`config.mk`:
```
export PLATFORM = sky130hd
export DESIGN_NAME = vec_add_bram_master
export DESIGN_NICKNAME = d
export VERILOG_FILES = /design/src/rtl/bram_ctrl_pkg.sv /design/src/rtl/vec_add_bram_master.sv
export SDC_FILE = /design/constraint.sdc
export NUM_CORES = 1
export LEC_CHECK = 0
export CAP_MARGIN = 20
export CORE_UTILIZATION = 44
export DETAILED_ROUTE_END_ITERATION = 12
export PLACE_DENSITY = 0.71
export SYNTH_ARGS = -nofsm -noshare
export SYNTH_HDL_FRONTEND = slang
export SYNTH_SLANG_ARGS = --single-unit
```
`constraint.sdc`:
```
create_clock -name BRAM_CLK -period 10.94 [get_ports BRAM_CLK]
set_clock_uncertainty 0.15 [all_clocks]
set_input_delay 1.641 -clock BRAM_CLK [delete_from_list [all_inputs] [get_ports BRAM_CLK]]
set_output_delay 1.641 -clock BRAM_CLK [all_outputs]
set_load 0.02 [all_outputs]
```
`src/rtl/bram_ctrl_pkg.sv`:
```
// bram_ctrl_pkg: shared FSM encoding and BRAM port constants
package bram_ctrl_pkg;
  typedef enum logic [3:0] {IDLE, RDA0, RDA1, RDA2, RDB0, RDB1, RDB2, WR, DONE} state_t;
  localparam logic [3:0] WE_ALL = 4'hF;
  localparam logic [3:0] WE_NONE = 4'h0;
  localparam int RD_LATENCY = 2;
  localparam int BYTE_SHIFT = 2;
endpackage

```
`src/rtl/vec_add_bram_master.sv`:
```
// vec_add_bram_master: reads A and B from a single-port BRAM and writes back C = A + B
module vec_add_bram_master
  import bram_ctrl_pkg::*;
#(
  parameter int BRAM_ADDR_WIDTH = 15,
  parameter int VEC_LEN = 1024
) (
  input  logic                       BRAM_CLK,
  input  logic                       BRAM_RST,
  input  logic                       start,
  output logic [BRAM_ADDR_WIDTH-1:0] BRAM_ADDR,
  output logic [31:0]                BRAM_WRDATA,
  output logic                       BRAM_EN,
  output logic [3:0]                 BRAM_WE,
  input  logic [31:0]                BRAM_RDDATA,
  output logic                       busy,
  output logic                       done
);
  localparam int WW = BRAM_ADDR_WIDTH - 2;
  localparam logic [WW-1:0] LAST = WW'(VEC_LEN - 1);
  localparam logic [WW-1:0] B_BASE = WW'(VEC_LEN);
  localparam logic [WW-1:0] C_BASE = WW'(2 * VEC_LEN);
  if (3 * VEC_LEN > 2 ** WW) begin : g_len_chk
    $fatal(1, "three vectors of VEC_LEN words do not fit in the BRAM address space");
  end
  state_t state, state_nxt;
  logic [WW-1:0] i, i_nxt, word_nxt;
  logic [31:0] a_reg, b_reg, a_nxt, b_nxt;
  logic rd_a, rd_b, wr;
  // next state, element index and operand capture at the end of each read's hold window
  always_comb begin
    state_nxt = state;
    i_nxt = i;
    a_nxt = a_reg;
    b_nxt = b_reg;
    case (state)
      IDLE, DONE: if (start) begin
        state_nxt = RDA0;
        i_nxt = '0;
      end
      RDA0: state_nxt = RDA1;
      RDA1: state_nxt = RDA2;
      RDA2: begin
        state_nxt = RDB0;
        a_nxt = BRAM_RDDATA;
      end
      RDB0: state_nxt = RDB1;
      RDB1: state_nxt = RDB2;
      RDB2: begin
        state_nxt = WR;
        b_nxt = BRAM_RDDATA;
      end
      WR: if (i == LAST) state_nxt = DONE;
          else begin
            state_nxt = RDA0;
            i_nxt = i + 1'b1;
          end
      default: state_nxt = IDLE;
    endcase
  end
  // outputs are registered, so decode them from the state being entered
  always_comb begin
    rd_a = state_nxt inside {RDA0, RDA1, RDA2};
    rd_b = state_nxt inside {RDB0, RDB1, RDB2};
    wr = state_nxt == WR;
    word_nxt = rd_a ? i_nxt : rd_b ? B_BASE + i_nxt : wr ? C_BASE + i_nxt : '0;
  end
  // FSM state register
  always_ff @(posedge BRAM_CLK) begin
    if (BRAM_RST) state <= IDLE;
    else state <= state_nxt;
  end
  // datapath and registered BRAM port
  always_ff @(posedge BRAM_CLK) begin
    if (BRAM_RST) begin
      i <= '0;
      a_reg <= '0;
      b_reg <= '0;
      BRAM_ADDR <= '0;
      BRAM_WRDATA <= '0;
      BRAM_EN <= 1'b0;
      BRAM_WE <= WE_NONE;
      busy <= 1'b0;
      done <= 1'b0;
    end else begin
      i <= i_nxt;
      a_reg <= a_nxt;
      b_reg <= b_nxt;
      BRAM_ADDR <= BRAM_ADDR_WIDTH'(word_nxt) << BYTE_SHIFT;
      BRAM_WRDATA <= wr ? a_nxt + b_nxt : '0;
      BRAM_EN <= rd_a | rd_b | wr;
      BRAM_WE <= wr ? WE_ALL : WE_NONE;
      busy <= rd_a | rd_b | wr;
      done <= state_nxt == DONE;
    end
  end
endmodule

```
==> key figures <==
Place
  • Port bufs: 86
  • Post-DP HPWL: 10,300 um
  • Placer congestion estimate: approximately 0.84

Clocking
  • Worst-Skew Late Latency: about 0.42 ns
  • Clock sinks: 129
  • Bufs on Longest Clock Path: 2
  • Buffer count from post-CTS setup fixing: 0
  • Hold buffer count at CTS: 0
  • Post-CTS resize count: 0
  • Worst-path clk slew: 0.05 ns
  • H-tree levels: 4
  • CTS tree: built
  • CTS root buf: clkbuf_16
  • CTS buffer count: 17

Timing
  • Part of the cycle the worst path needs: 0.391
  • Slew Viols, Final: 0
  • Endpoints failing hold: 0
  • Worst-Margin Slew: 0.979 ns
  • Final setup viols: 0
  • Max Fclk: roughly 230 MHz
  • RSZ-0062 raised after global routing: false
  • Min cycle time layout: ~4.3 ns
  • Fin Setup TNS: 0 ns
  • Max-slew headroom: 0.343

Pwr
  • Leak Pwr: about 3.4 nW
  • Total power: 1.20 mW
  • Cell area power density: 147 nW/um2
  • Peak VDD IR: about 110 uV

Yosys
  • FF+latch count, synth: 129
  • Synth Flop Type: dfxtp_1
  • Synth Instances: 787
  • Post-synthesis cell type count: 73
  • Post-synth EDFFs: 0
  • Top post-synthesis cells by area: dfxtp_1, nand2_1, ha_1
  • Area leader, netlist: dfxtp_1
  • Avg Synthesized Cell Area: approximately 8.4 um2
  • Yosys top cell area share: 0.390
  • Post-synthesis sequential area ratio: 0.390
  • YS warnings: 0
  • Mapped cell area: about 6600 um2
  • Asr flop ratio synth: 0
  • Most instantiated library cell after synthesis: dfxtp_1
  • Top cells by count, synth: dfxtp_1, nand2_1, a21oi_1

Global route
  • Vias in the first global route: 5,196
  • Initial antenna violation count: 0
  • GR Util All Layers: 0.207
  • First-pass GRT wire length: between 20,000 and 30,000 um
  • Total gr overflow: 0
  • Largest net degree at the start of global routing: 93

Run
  • MaxCap Viol Count: 0

Floorplan
  • Core area: 14,600 um2
  • Die height: between 100 and 150 um
  • Die width: between 100 and 150 um
  • Die Area: 15,600 um2
  • IO Count: slightly below 90
  • Initial Utilization: 0.453
  • Rows: between 40 and 50

Setup path
  • Worst-path maximum fanout: 9
  • Startpoint types: input pin
  • CP arrival: between 4 and 5 ns
  • CP Class: input pin to flip-flop
  • Required time of the critical path: 11.06 ns
  • Critical Path End Type: flip-flop

Cells and area
  • Ratio of cells with drive above 1 in the final layout: 0.103
  • Storage cell area: approximately 2600 um2
  • Area of the multi-input gates: between 3000 and 4000 um2
  • Syn-to-layout area delta: 23.0%
  • Fillers: ~1,400
  • Final Net Count: approximately 920
  • Inserted Diodes: 0

Detailed routing
  • Drt total wl: ~15,000 um
  • DRC Markers: 11
  • Pre-Repair DR Iteration Count: 9
  • Wire per inst: 14.5 um
  • Via count: 5,607
  • ANT nets after route: 0
  • Vias/cell: between 5 and 6
  • Starting DRT DRC Count: between 300 and 400

Worst hold path
  • Worst hold path class: flip-flop to flip-flop

Run status
  • Run status: finished, violations left
  • Failing checks: DRC
kinds of logic (layout without fill, tap and decap cells):
family	count (synthesis)	in the layout	synth area share
XOR/XNOR	27	27	0.0357
AO/OA/AOI/OAI	184	184	0.176
AND/OR/NAND/NOR	318	318	0.236
adder cells (fa/ha/maj)	34	34	0.0653
flip-flops	129	129	0.390
other	1	2	0.000566
multiplexers	33	33	0.0555
buffers and inverters	61	138	0.0419
layout make-up:
| cell class | count | area share |
|---|---|---|
| Clock buffer | 23 | 0.0598 |
| Multi-Input combinational cell | 598 | 0.465 |
| Inverter | 16 | 0.00767 |
| Sequential cell | 129 | 0.317 |
| Timing Repair Buffer | 91 | 0.110 |
| Tap cell | 184 | 0.0282 |
| Clock inverter | 8 | 0.0127 |
per-stage QoR:
stage | utilization | instances | hold slack [ns] | area, um2 | setup slack [ns]
2_1_floorplan | - | 788 | 0.294 | 6630 | 6.94
3_3_place_gp | 0.516 | 1018 | 0.300 | 7560 | 6.31
3_5_place_dp | 0.516 | 1018 | 0.306 | 7560 | 6.25
4_1_cts | 0.557 | 1049 | 0.317 | 8160 | 6.68
5_1_grt | 0.557 | 1049 | 0.337 | 8160 | 6.48
6_report | 0.557 | 1049 | 0.315 | 8160 | 6.67
layout by cell type, fill, tap and decap left out, drive strengths merged, types with 7 or more instances in the layout:
cell type,instances
a211oi,8
a21o,17
a21oi,76
and3,8
clkbuf,23
clkdlybuf4s50,85
dfxtp,129
ha,33
inv,16
mux2,30
nand2,123
nand3,11
nand4,7
nor2,70
nor2b,40
nor3,26
o21ai,33
xnor2,15
xor2,12
worst max-delay path, cell delays in order:
cell	delay [ns]
clkdlybuf4s50_1	0.42
mux2_2	0.29
ha_1	0.45
and4_1	0.26
o21ai_1	0.07
a21oi_1	0.28
o21ai_1	0.26
or4_1	0.45
o221ai_1	0.18
a21oi_1	0.09
worst paths after layout:
| path | startpoint | end | slack [ns] | cells past startpoint |
|---|---|---|---|---|
| setup / recovery | BRAM_RDDATA[10] | BRAM_WRDATA[29] | 6.67 | 10 |
| hold / removal | b_reg[30] | b_reg[30] | 0.31 | 2 |
| setup reg to reg | state[0] | BRAM_WRDATA[29] | 6.89 | 12 |
| hold reg to reg | b_reg[30] | b_reg[30] | 0.31 | 2 |
power by group:
| part | switching (mW) | leakage, nW | internal [mW] |
|---|---|---|---|
| sequential | 0.00959 | 1.04 | 0.481 |
| clock | 0.203 | 0.277 | 0.358 |
| combinational | 0.0799 | 2.05 | 0.0666 |
routing by layer:
metal | share of wire | track usage
met1 | 0.49 | 0.278
met3 | 0.037 | 0.0498
met5 | 0 | 0
met2 | 0.45 | 0.321
met4 | 0.018 | 0.0748
Power figures use the tool's default switching activity.
